===== src/rtl/fwd_hazard_pkg.sv =====
// Shared types for the forwarding / hazard controller.
// Optional perf counters are enabled with FWD_HAZARD_PERF_EN.
package fwd_hazard_pkg;

    localparam int FWD_RF  = 0;
    localparam int RD_MAXW = 8;

    typedef struct packed {
        logic               valid;
        logic               regwrite;
        logic               is_load;
        logic [RD_MAXW-1:0] rd;
    } shadow_entry_t;

    function automatic int sel_width(input int depth);
        return (depth > 2) ? $clog2(depth) : 1;
    endfunction

endpackage


===== src/rtl/fwd_src_match.sv =====
// Per-operand producer search: youngest matching writer wins,
// and any matching load still too young to forward flags a hazard.
module fwd_src_match
    import fwd_hazard_pkg::*;
#(
    parameter int REG_AW     = 5,
    parameter int DEPTH      = 3,
    parameter int LOAD_STAGE = 2,
    parameter int SELW       = 2
) (
    input  logic [REG_AW-1:0]        src,
    input  logic                     use_src,
    input  shadow_entry_t [DEPTH-2:0] ent,
    output logic [SELW-1:0]          sel,
    output logic                     hit,
    output logic                     load_haz
);

    always_comb begin
        sel      = '0;
        hit      = 1'b0;
        load_haz = 1'b0;
        // Walk oldest to youngest so the youngest match overwrites.
        for (int j = DEPTH - 2; j >= 0; j--) begin
            if (use_src && (src != '0) &&
                ent[j].valid && ent[j].regwrite &&
                (ent[j].rd == RD_MAXW'(src))) begin
                sel = SELW'(j + 1);
                hit = 1'b1;
                if (ent[j].is_load && ((j + 1) < LOAD_STAGE)) begin
                    load_haz = 1'b1;
                end
            end
        end
    end

endmodule


===== src/rtl/fwd_hazard_ctrl.sv =====
// Forwarding select and load-use stall controller for the EX stage.
// Define FWD_HAZARD_PERF_EN to add saturating stall/forward counters.
module fwd_hazard_ctrl
    import fwd_hazard_pkg::*;
#(
    parameter int  REG_AW     = 5,
    parameter int  DEPTH      = 3,
    parameter int  LOAD_STAGE = 2,
    localparam int SELW       = sel_width(DEPTH)
) (
    input  logic              clk,
    input  logic              rst_n,
    input  logic              id_valid,
    input  logic [REG_AW-1:0] id_rs1,
    input  logic [REG_AW-1:0] id_rs2,
    input  logic              id_use_rs1,
    input  logic              id_use_rs2,
    input  logic [REG_AW-1:0] id_rd,
    input  logic              id_regwrite,
    input  logic              id_is_load,
    input  logic              flush,
    input  logic              freeze,
    output logic              stall,
    output logic [SELW-1:0]   fwd_a,
    output logic [SELW-1:0]   fwd_b,
    output logic              ex_valid
`ifdef FWD_HAZARD_PERF_EN
    ,
    output logic [31:0]       stall_cnt,
    output logic [31:0]       fwd_cnt
`endif
);

    localparam int N = DEPTH - 1;

    // The last stage is never stored: the register file writes
    // through, so its tag can never influence a select or stall.
    shadow_entry_t [N-1:0] s_q, s_d;
    shadow_entry_t         id_ent;

    logic [SELW-1:0] fwd_a_q, fwd_a_d;
    logic [SELW-1:0] fwd_b_q, fwd_b_d;
    logic [SELW-1:0] sel_a, sel_b;
    logic            hit_a, hit_b;
    logic            haz_a, haz_b;
    logic            bubble;

    fwd_src_match #(
        .REG_AW    (REG_AW),
        .DEPTH     (DEPTH),
        .LOAD_STAGE(LOAD_STAGE),
        .SELW      (SELW)
    ) u_match_a (
        .src     (id_rs1),
        .use_src (id_use_rs1),
        .ent     (s_q),
        .sel     (sel_a),
        .hit     (hit_a),
        .load_haz(haz_a)
    );

    fwd_src_match #(
        .REG_AW    (REG_AW),
        .DEPTH     (DEPTH),
        .LOAD_STAGE(LOAD_STAGE),
        .SELW      (SELW)
    ) u_match_b (
        .src     (id_rs2),
        .use_src (id_use_rs2),
        .ent     (s_q),
        .sel     (sel_b),
        .hit     (hit_b),
        .load_haz(haz_b)
    );

    always_comb begin
        id_ent.valid    = id_valid & ~flush;
        id_ent.regwrite = id_regwrite;
        id_ent.is_load  = id_is_load;
        id_ent.rd       = RD_MAXW'(id_rd);

        stall  = ~freeze & ~flush & id_valid & (haz_a | haz_b);
        bubble = stall | flush;

        s_d     = s_q;
        fwd_a_d = fwd_a_q;
        fwd_b_d = fwd_b_q;
        if (!freeze) begin
            for (int j = N - 1; j > 0; j--) begin
                s_d[j] = s_q[j-1];
            end
            s_d[0]  = bubble ? '0 : id_ent;
            fwd_a_d = (bubble || !hit_a) ? SELW'(FWD_RF) : sel_a;
            fwd_b_d = (bubble || !hit_b) ? SELW'(FWD_RF) : sel_b;
        end
    end

    always_ff @(posedge clk or negedge rst_n) begin
        if (!rst_n) begin
            s_q     <= '0;
            fwd_a_q <= '0;
            fwd_b_q <= '0;
        end else begin
            s_q     <= s_d;
            fwd_a_q <= fwd_a_d;
            fwd_b_q <= fwd_b_d;
        end
    end

    assign fwd_a    = fwd_a_q;
    assign fwd_b    = fwd_b_q;
    assign ex_valid = s_q[0].valid;

`ifdef FWD_HAZARD_PERF_EN
    logic [31:0] stall_cnt_q, stall_cnt_d;
    logic [31:0] fwd_cnt_q, fwd_cnt_d;

    always_comb begin
        stall_cnt_d = stall_cnt_q;
        fwd_cnt_d   = fwd_cnt_q;
        if (stall && (stall_cnt_q != '1)) begin
            stall_cnt_d = stall_cnt_q + 32'd1;
        end
        if (!freeze && !bubble && (hit_a || hit_b) &&
            (fwd_cnt_q != '1)) begin
            fwd_cnt_d = fwd_cnt_q + 32'd1;
        end
    end

    always_ff @(posedge clk or negedge rst_n) begin
        if (!rst_n) begin
            stall_cnt_q <= '0;
            fwd_cnt_q   <= '0;
        end else begin
            stall_cnt_q <= stall_cnt_d;
            fwd_cnt_q   <= fwd_cnt_d;
        end
    end

    assign stall_cnt = stall_cnt_q;
    assign fwd_cnt   = fwd_cnt_q;
`endif

endmodule


===== config.mk =====
export PLATFORM = sky130hd
export DESIGN_NAME = fwd_hazard_ctrl
export DESIGN_NICKNAME = d
export VERILOG_FILES = /design/src/rtl/fwd_hazard_pkg.sv /design/src/rtl/fwd_src_match.sv /design/src/rtl/fwd_hazard_ctrl.sv
export SDC_FILE = /design/constraint.sdc
export NUM_CORES = 1
export LEC_CHECK = 0
export CAP_MARGIN = 40
export CELL_PAD_IN_SITES_DETAIL_PLACEMENT = 1
export CELL_PAD_IN_SITES_GLOBAL_PLACEMENT = 1
export CORE_MARGIN = 2
export CORE_UTILIZATION = 40
export CTS_BUF_LIST = sky130_fd_sc_hd__clkbuf_4
export CTS_CLUSTER_DIAMETER = 30
export DETAILED_ROUTE_END_ITERATION = 10
export PLACE_DENSITY = 0.86
export SKIP_CTS_REPAIR_TIMING = 1
export SYNTH_ARGS = -nofsm -noshare
export SYNTH_HDL_FRONTEND = slang
export SYNTH_SLANG_ARGS = --single-unit

===== constraint.sdc =====
create_clock -name clk -period 4.55 [get_ports clk]
set_input_delay 1.1375 -clock clk [delete_from_list [all_inputs] [get_ports clk]]
set_output_delay 1.1375 -clock clk [all_outputs]
set_load 0.005 [all_outputs]

==> Word level (Yosys, flattened, before mapping) <==
Cells that the tools add are included.
{ "totals": {"reg_bits": 25, "inputBits": 24, "out_inout_bits": 6, "wordCells": 55} }
{ "op_classes": {"n_eq_ne": 4, "n_mux": 14, "bitwise_logic": 8, "reduce_logical": 20} }
{ "op_table": {"columns": ["cell", "count"], "rows": [
  ["$eq 8x5->1", 4],
  ["$logic_and 1x1->1", 14],
  ["$mux 2", 6],
  ["$mux 11", 1],
  ["$reduce_bool 5->1", 2],
  ["$mux 1", 7],
  ["$and 1x1->1", 4],
  ["$logic_not 1->1", 2],
  ["$logic_or 1x1->1", 2],
  ["$not 1->1", 2],
  ["$or 1x1->1", 2]
]} }

==> Logic depth before layout (Yosys ltp) <==
Gate-level depths: netlist of run 1.
{ "depth": {"word_depth": 11, "mapped_depth": 5, "ltp_nobuf": 5} }

==> Cells and area by module <==
A second synthesis of run 1 with hierarchy kept.
{ "hier_totals": {"cells_unflattened": 101, "hier_area_um2": 1143.6} }
{ "by_module_without_submodules": {"columns": ["mod", "n_inst", "cells_per_inst", "area_each_um2", "seq_area_each_um2"], "rows": [
  ["fwd_hazard_ctrl", 1, 53, 800.8, 500.5],
  ["fwd_src_match", 2, 24, 171.4, 0.0]
]} }

==> Least setup slack after synthesis of run 1 <==
Ideal clock, no wire load.
{ "synth_path": {"path_type": "input to output", "startpoint": "input port id_rs1[1]", "endpoint": "output port stall", "t_arrival_ns": 2.165, "t_required_ns": 3.413, "path_slack_ns": 1.247, "stages": 5, "n_path_buf": 0, "cell_sequence": "or4_1 > o21ai_2 > nor4_2 > o21bai_4 > nor3_1"} }
{ "synth_via": {"elab_chain_cells": 8, "word_cells_on_any_way": 9, "classes_between": "eq/ne (1); mux (1); bitwise (2); reduce/logical (5)"} }
{ "synth_lines": {"columns": ["item", "line_no", "rtl"], "rows": [
  ["start: declaration", "fwd_hazard_ctrl.sv:14", "input logic [REG_AW-1:0] id_rs1,"],
  ["$reduce_bool 5->1", "fwd_src_match.sv:25", "if (use_src && (src != '0) &&"],
  ["$logic_and 1x1->1 (2 in series)", "fwd_src_match.sv:25", null],
  ["$logic_and 1x1->1", "fwd_src_match.sv:26", "ent[j].valid && ent[j].regwrite &&"],
  ["$logic_and 1x1->1 (*)", "fwd_src_match.sv:26", null],
  ["$mux 1 (*)", "fwd_src_match.sv:25", null],
  ["$or 1x1->1 (*)", "fwd_hazard_ctrl.sv:82", "stall = ~freeze & ~flush & id_valid & (haz_a | haz_b);"],
  ["$and 1x1->1 (*)", "fwd_hazard_ctrl.sv:82", null],
  ["end: declaration", "fwd_hazard_ctrl.sv:23", "output logic stall,"]
]} }
Every way passes the cells marked *; elsewhere a longest branch is shown, timed or not.

==> Worst setup path in the final report of run 1 <==
{ "layout_path": {"startpoint": "input port id_rs2[2]", "endpoint": "output port stall"} }
{ "layout_via": {"elab_chain_cells": 8, "word_cells_on_any_way": 9, "classes_between": "eq/ne (1); mux (1); bitwise (2); reduce/logical (5)"} }
{ "layout_lines": {"columns": ["item", "line_no", "rtl"], "rows": [
  ["start: declaration", "fwd_hazard_ctrl.sv:15", "input logic [REG_AW-1:0] id_rs2,"],
  ["$reduce_bool 5->1", "fwd_src_match.sv:25", null],
  ["$logic_and 1x1->1 (2 in series)", "fwd_src_match.sv:25", null],
  ["$logic_and 1x1->1", "fwd_src_match.sv:26", null],
  ["$logic_and 1x1->1 (*)", "fwd_src_match.sv:26", null],
  ["$mux 1 (*)", "fwd_src_match.sv:25", null],
  ["$or 1x1->1 (*)", "fwd_hazard_ctrl.sv:82", null],
  ["$and 1x1->1 (*)", "fwd_hazard_ctrl.sv:82", null]
]} }
Marks and branches as above.

==> results of run 1 <==
-- final cells by class --
class	instances	area share (%)
clock buffers	4	2.16
multi-input cells	64	39.0
flip-flops and latches	19	34.2
well taps	30	2.70
repair buffers	31	22.0
-- stage by stage --
stage	cell area, um2	hold WS [ns]
after global routing	1390	0.527
final	1390	0.500
after floorplan	1030	0.475
after CTS	1390	0.506
after global placement	1360	0.475
after detailed placement	1360	0.484
-- synthesized netlist by cell type --
library cell | instances | area share (%)
nor4_2 | 1 | 1.2
or4_4 | 1 | 1.1
or4_1 | 3 | 2.2
nand2_1 | 4 | 1.5
nor4_1 | 1 | 0.61
o31ai_1 | 1 | 0.73
o21ai_0 | 1 | 0.49
xor2_1 | 2 | 1.7
nand4_1 | 3 | 1.8
nor3_1 | 1 | 0.49
o21ai_2 | 2 | 1.7
mux2_2 | 7 | 7.7
nor3_2 | 1 | 0.97
o21bai_4 | 1 | 1.8
nand3_1 | 4 | 1.9
nor2_1 | 2 | 0.73
dfrtp_1 | 19 | 46
clkbuf_1 | 3 | 1.1
xnor2_1 | 18 | 15
a32o_1 | 11 | 11
-- sequential cells by signal, indices dropped and copies added (netlist names) --
register  cells
fwd_a         2
fwd_b         2
ex_valid      1
s_q          14
-- critical path, delay by kind of cell --
family,cells,cell delay (ns)
xor+xnor,1,0.15
compound gates,1,0.17
buf+inv,2,1.09
simple gates,3,0.72
-- power by group through the flow --
stage | Combinational [mW] | Sequential, mW | Clock (mW)
after floorplan | 0.0419 | 0.195 | 0
after global placement | 0.0762 | 0.198 | 0
after detailed placement | 0.0785 | 0.199 | 0
after CTS | 0.0796 | 0.196 | 0.0922
after global routing | 0.0859 | 0.198 | 0.103
final | 0.0783 | 0.196 | 0.0899
-- layer usage --
layer	up-vias	track usage (%)	wire length, um
met3	6	4.92	130
met1	406	24.7	1070
met2	23	34.5	1290
met4	0	6.25	40
li1	398	-	-
met5	-	0	0
-- worst max path at each step --
stage | start | endpoint | slack (ns) | cells after the start
3_5_place_dp | id_rs2[3] | stall | 0.16 | 7
4_1_cts | id_rs2[2] | stall | 0.12 | 7
3_3_place_gp | id_rs1[1] | stall | 0.21 | 7
5_1_grt | id_rs2[2] | stall | 0.007 | 7
2_1_floorplan | id_rs1[1] | stall | 1.25 | 5
6_report | id_rs2[2] | stall | 0.14 | 7
-- cells by family (layout without fill, tap and decap cells) --
logic type | Yosys count | count (layout) | synth area share, %
and+or+nand+nor | 21 | 21 | 12.5
muxes | 7 | 7 | 7.66
buffers and inverters | 3 | 35 | 1.09
AOI/OAI and AO/OA | 16 | 16 | 15.5
DFF | 19 | 19 | 46.2
xor gates and xnor gates | 20 | 20 | 17.0
==> results.py, run 1 <==
metrics = {
    "placement": {
        "place.port_buffers": 29,
        "routabilityCongestion": 0.831,
        "dp_slack_ns": 0.165,
        "dp_cells": 144,
        "dpl.hpwl_um": 1950,
    },
    "grt": {
        "antenna_found_initial": 0,
        "grt_pass1_vias": 894,
        "pin_count_of_the_biggest_net_entering_global_routing": 22,
        "global_route.overflow_total": 0,
        "first_pass_grt_wire_length_um": 4150,
        "groute.usage.overall_pct": 20.2,
    },
    "final_layout": {
        "postLayoutCoreUtil_pct": 56.6,
        "fin_cells": 148,
        "sequential_cell_area_um2": 475,
        "most_frequent_cells_in_the_layout": "29 x clkdlybuf4s50_1, 19 x dfrtp_1, 18 x xnor2_1",
        "layout.filler_cells": 261,
        "areaGrowthSynthToFinish_pct": 35.2,
        "mostFrequentLayoutCell": "clkdlybuf4s50_1",
        "final_layout_size_suffix_gt1_share_pct": 16.1,
        "area_taken_by_multi_input_logic_gates_um2": 542,
        "antennaDiodeCount": 0,
        "total_number_of_nets_in_the_final_design": 143,
    },
    "critical_path": {
        "critical_path.reg2reg.startpoint": "s_q[2]",
        "cp_slowest_cell": "clkdlybuf4s50_1",
        "worst_path_most_repeated_cell": "clkdlybuf4s50_1",
        "r2r_cells": 5,
        "critical-path-max-stage-delay_ns": 0.56,
        "reg2reg_to": "ex_valid",
        "worstPathCellList": "clkdlybuf4s50_1, xnor2_1, nand4_1, nor3_2, o21bai_4, nor3_1, clkdlybuf4s50_1",
        "setup.worst_path.end_class": "output pin",
        "cp_data_required_time_ns": 3.41,
        "setup.worst_path.class": "input port to output pin",
        "worst_setup_path_start_kind": "input port",
        "critPathMaxFanout": 8,
        "r2r_setup_slack_ns": 2.74,
        "cp.arrival_ns": 3.27,
    },
    "logic_synthesis": {
        "synthesis.instances": 86,
        "count_of_state_elements_after_synthesis": 19,
        "yosysSeqAreaShare_pct": 46.2,
        "synth_cell_type_count": 20,
        "syn_nets": 110,
        "mappedNetlistArea_mm2": 0.00103,
        "syn_avg_cell_area_um2": 12.0,
        "synth.yosys.warnings": 0,
    },
    "clocking": {
        "cts-root-buf": "clkbuf_4",
        "cts_max_level": 1,
        "clk_pin_slew_worst_paths_ns": 0.10,
        "clkLatencyLatePin_ns": 0.29,
        "cts_tree": "yes",
        "cts-root-to-sink-buffers": 2,
        "cts.sink_count": 19,
        "number_of_buffers_created_by_cts": 3,
    },
    "sta": {
        "hold_violations": 0,
        "fin_skew_ns": 0.00543,
        "rsz0062_at_grt": "no",
        "max_slew.worst_pin.slew_ns": 0.836,
        "finalSetupViolCount": 0,
        "finalCriticalPeriod_ns": 4.41,
        "timing.final.max_slew_violations": 0,
        "maxClockFrequency_mhz": 227,
        "fin_crit_sh_pct": 96.9,
        "setup-tns-final_ns": 0,
        "worst_slack_ns": 0.139,
        "worst_slew_margin_rel_pct": 44.1,
    },
    "drt": {
        "wl_um": 2520,
        "route.detailed.drc": 0,
        "routed_wire_per_std_cell_um": 17.1,
        "vias_per_cell": 5.63,
        "1st_iter_drt_viols": 5,
        "detailedRoute.firstPassIterationCount": 4,
        "ant_nets": 0,
        "via_count": 833,
    },
    "floorplanning": {
        "die_width_um": 54.7,
        "starting_density_pct": 41.9,
        "top_level_ports": 30,
        "die_area_mm2": 0.00299,
        "core_area_mm2": 0.00245,
        "rows": 18,
        "die_height_um": 54.7,
    },
    "power": {
        "share_of_total_power_in_the_clock_network_pct": 24.7,
        "internal_power_uw": 269,
        "largest_vdd_supply_drop_mv": 0.215,
        "swShare_pct": 26.1,
        "p_leak_nw": 0.515,
        "design_power_uw": 364,
        "cellPowerDensity_mw_per_mm2": 262,
        "power.sequential.fraction_pct": 53.8,
        "switching_power_uw": 95.1,
        "share_comb_of_total_power_pct": 21.5,
    },
    "min_path": {
        "min_path_type": "register to register",
        "hold_end": "fwd_a[1]",
        "hold_depth": 1,
        "hold_path_startpoint": "fwd_a[1]",
    },
    "outcome": {
        "run_status": "finished, final reports clean",
    },
    "flow_run": {
        "timing.max_cap.violations": 0,
    },
}
(Power assumes the default switching activity.)
==> inputs of run 2 (changes only) <==
--- a/config.mk
+++ b/config.mk
@@ -18,3 +18,4 @@
 export SYNTH_ARGS = -nofsm -noshare
 export SYNTH_HDL_FRONTEND = slang
 export SYNTH_SLANG_ARGS = --single-unit
+export TNS_END_PERCENT = 30
==> results of run 2 <==
The final DEF is identical to that of run 1; final timing and power are the same.
==> inputs of run 3 (changes only) <==
--- a/config.mk
+++ b/config.mk
@@ -5,7 +5,6 @@
 export SDC_FILE = /design/constraint.sdc
 export NUM_CORES = 1
 export LEC_CHECK = 0
-export CAP_MARGIN = 40
 export CELL_PAD_IN_SITES_DETAIL_PLACEMENT = 1
 export CELL_PAD_IN_SITES_GLOBAL_PLACEMENT = 1
 export CORE_MARGIN = 2
==> results of run 3 <==
The final DEF is identical to that of run 1; final timing and power are the same.
==> variant, RTL diff (flow settings as in run 2) <==
`DEPTH` is set to 3 in 2 places; all go to 6.
--- a/src/rtl/fwd_src_match.sv
+++ b/src/rtl/fwd_src_match.sv
@@ -5,5 +5,5 @@
 #(
     parameter int REG_AW     = 5,
-    parameter int DEPTH      = 3,
+    parameter int DEPTH      = 6,
     parameter int LOAD_STAGE = 2,
     parameter int SELW       = 2
--- a/src/rtl/fwd_hazard_ctrl.sv
+++ b/src/rtl/fwd_hazard_ctrl.sv
@@ -5,5 +5,5 @@
 #(
     parameter int  REG_AW     = 5,
-    parameter int  DEPTH      = 3,
+    parameter int  DEPTH      = 6,
     parameter int  LOAD_STAGE = 2,
     localparam int SELW       = sel_width(DEPTH)
Interface: changed (resized fwd_a and fwd_b); port bits go from 30 to 32. No check against the original RTL was run, so the function may have changed too.
==> variant against run 2 <==
- utilization is 7.7 points lower
- clock skew is 1.2 ps higher
- sequential cell count grew 23
- worst setup slack better by 9.6 ps
- maximum frequency rose by 0.22%
- wire length rose by 120%
- total power rose by 140%
- highest routed layer unchanged
- cell area grew 100%
- via count up 97%
- register-to-register slack worse by 200 ps
- area after synthesis rose by 130%
- synthesized cell count is 130% higher
==> variant: results (changes against run 2) <==
* Status: finished, final reports clean (unchanged)
* Clk_lat worst skew at 360 ps (was 290 ps)
* Worst reg2reg endpoint: s_q[3]$_DFFE_PN0N_ (was ex_valid$_DFFE_PN0N_)
* CTS Buf Count at 5 (was 3)
* IO Port Bufs at 31 (was 29)
* WL final at 5640 um (was 2520 um)
* Top post-synthesis cells by count: xnor2_1 (44), dfrtp_1 (42), mux2_2 (28) (was dfrtp_1 (19), xnor2_1 (18), a32o_1 (11))
* Pleak at 1.15 nW (was 0.515 nW)
* Delay of the slowest cell on the worst path at 600 ps (was 560 ps)
* First-pass GRT wire length at 9710 um (was 4150 um)
* Worst R2R Setup Slack at 2540 ps (was 2740 ps)
* CTS H-Tree Depth at 2 (was 1)
* Global Route Usage Sum at 20.0% (was 20.2%)
* Worst Clk Skew at 6.67 ps (was 5.43 ps)
* Area contributors post-synth: dfrtp_1 (44%), xnor2_1 (16%), mux2_2 (13%) (was dfrtp_1 (46%), xnor2_1 (15%), a32o_1 (11%))
* Layout cells sized above 1 at 30.5% (was 16.1%)
* Synth unique cells at 31 (was 20)
* Vias in the first global route at 1873 (was 894)
* Relative slew slack at 66.8% (was 44.1%)
* DR vias at 1640 (was 833)
* Layout Nets at 262 (was 143)
* Slowest CP cell: or4_4 (was clkdlybuf4s50_1)
* Worst r2r src: s_q[1]$_DFFE_PN0N_ (was s_q[2]$_DFFE_PN0N_)
* Seq/Total Area, Yosys at 44.2% (was 46.2%)
* Largest net degree at the start of global routing at 44 (was 22)
* Peak supply drop at 0.000138 V (was 0.000215 V)
* Fillers at 651 (was 261)
* Reg2reg path depth at 6 (was 5)
* Place WS at 132 ps (was 165 ps)
* Count leader, synth: xnor2_1 (was dfrtp_1)
* Fmax at 0.227 GHz (about the same)
* Initial drt markers at 39 (was 5)
* Critical path peak fanout at 6 (was 8)
* Final GP Congestion at 0.872 (was 0.831)
* Hold path depth at 2 (was 1)
* Arr. time, crit path at 3260 ps (was 3270 ps)
* Largest register FFs at 35 (was 14)
* Hpwl dp at 4510 um (was 1950 um)
-- variant: cell count changes after synthesis, moves of 6 or more --
| cell | change |
|---|---|
| mux2_2 | +21 |
| xnor2_1 | +26 |
| a22o_2 | +8 |
| nand2_1 | +6 |
| dfrtp_1 | +23 |
| a32o_1 | -10 |
| buf_2 | +6 |
-- variant: routing by layer --
layer | GRT usage, % | vias to the layer above | wire, um
met2 | 34.0 | 31 | 2830
met3 | 3.89 | 9 | 161
met4 | 7.46 | 0 | 124
li1 | - | 791 | -
met5 | 0 | - | 0
met1 | 25.2 | 809 | 2530
-- variant: cell families (layout without fill, tap and decap cells) --
kind of cell           after synthesis  count (layout)  share of synthesized area [%]
AO/OA/AOI/OAI                       26              26                           9.43
AND/OR/NAND/NOR                     40              40                           10.5
XOR/XNOR                            50              50                           18.4
flip-flops                          42              42                           44.2
multiplexers                        28              28                           13.3
buffers and inverters               16              53                           4.11
-- variant: cell type report --
| type | instances | area, um^2 | area share (%) |
|---|---|---|---|
| clock buffer | 6 | 45.0 | 1.58 |
| clock inverter | 2 | 8.76 | 0.308 |
| multi-input combinational | 144 | 1230 | 43.2 |
| sequential | 42 | 1050 | 37.0 |
| tap | 75 | 93.8 | 3.30 |
| timing repair buffer | 45 | 418 | 14.7 |
-- variant: report_power, final --
part,total (W),internal (W),switching [W]
clock,0.000183,0.0000641,0.000119
sequential,0.000477,0.000418,0.0000586
combinational,0.000210,0.000121,0.0000881
-- variant: metrics by stage --
step           utilization [%]  instance area (um^2)  instances  hold WS [ps]
3_5_place_dp              48.0                  2790        306           497
2_1_floorplan                -                  2380        202           474
6_report                  48.9                  2840        314           518
4_1_cts                   48.9                  2840        314           526
3_3_place_gp              47.6                  2770        305           465
5_1_grt                   48.9                  2840        314           545
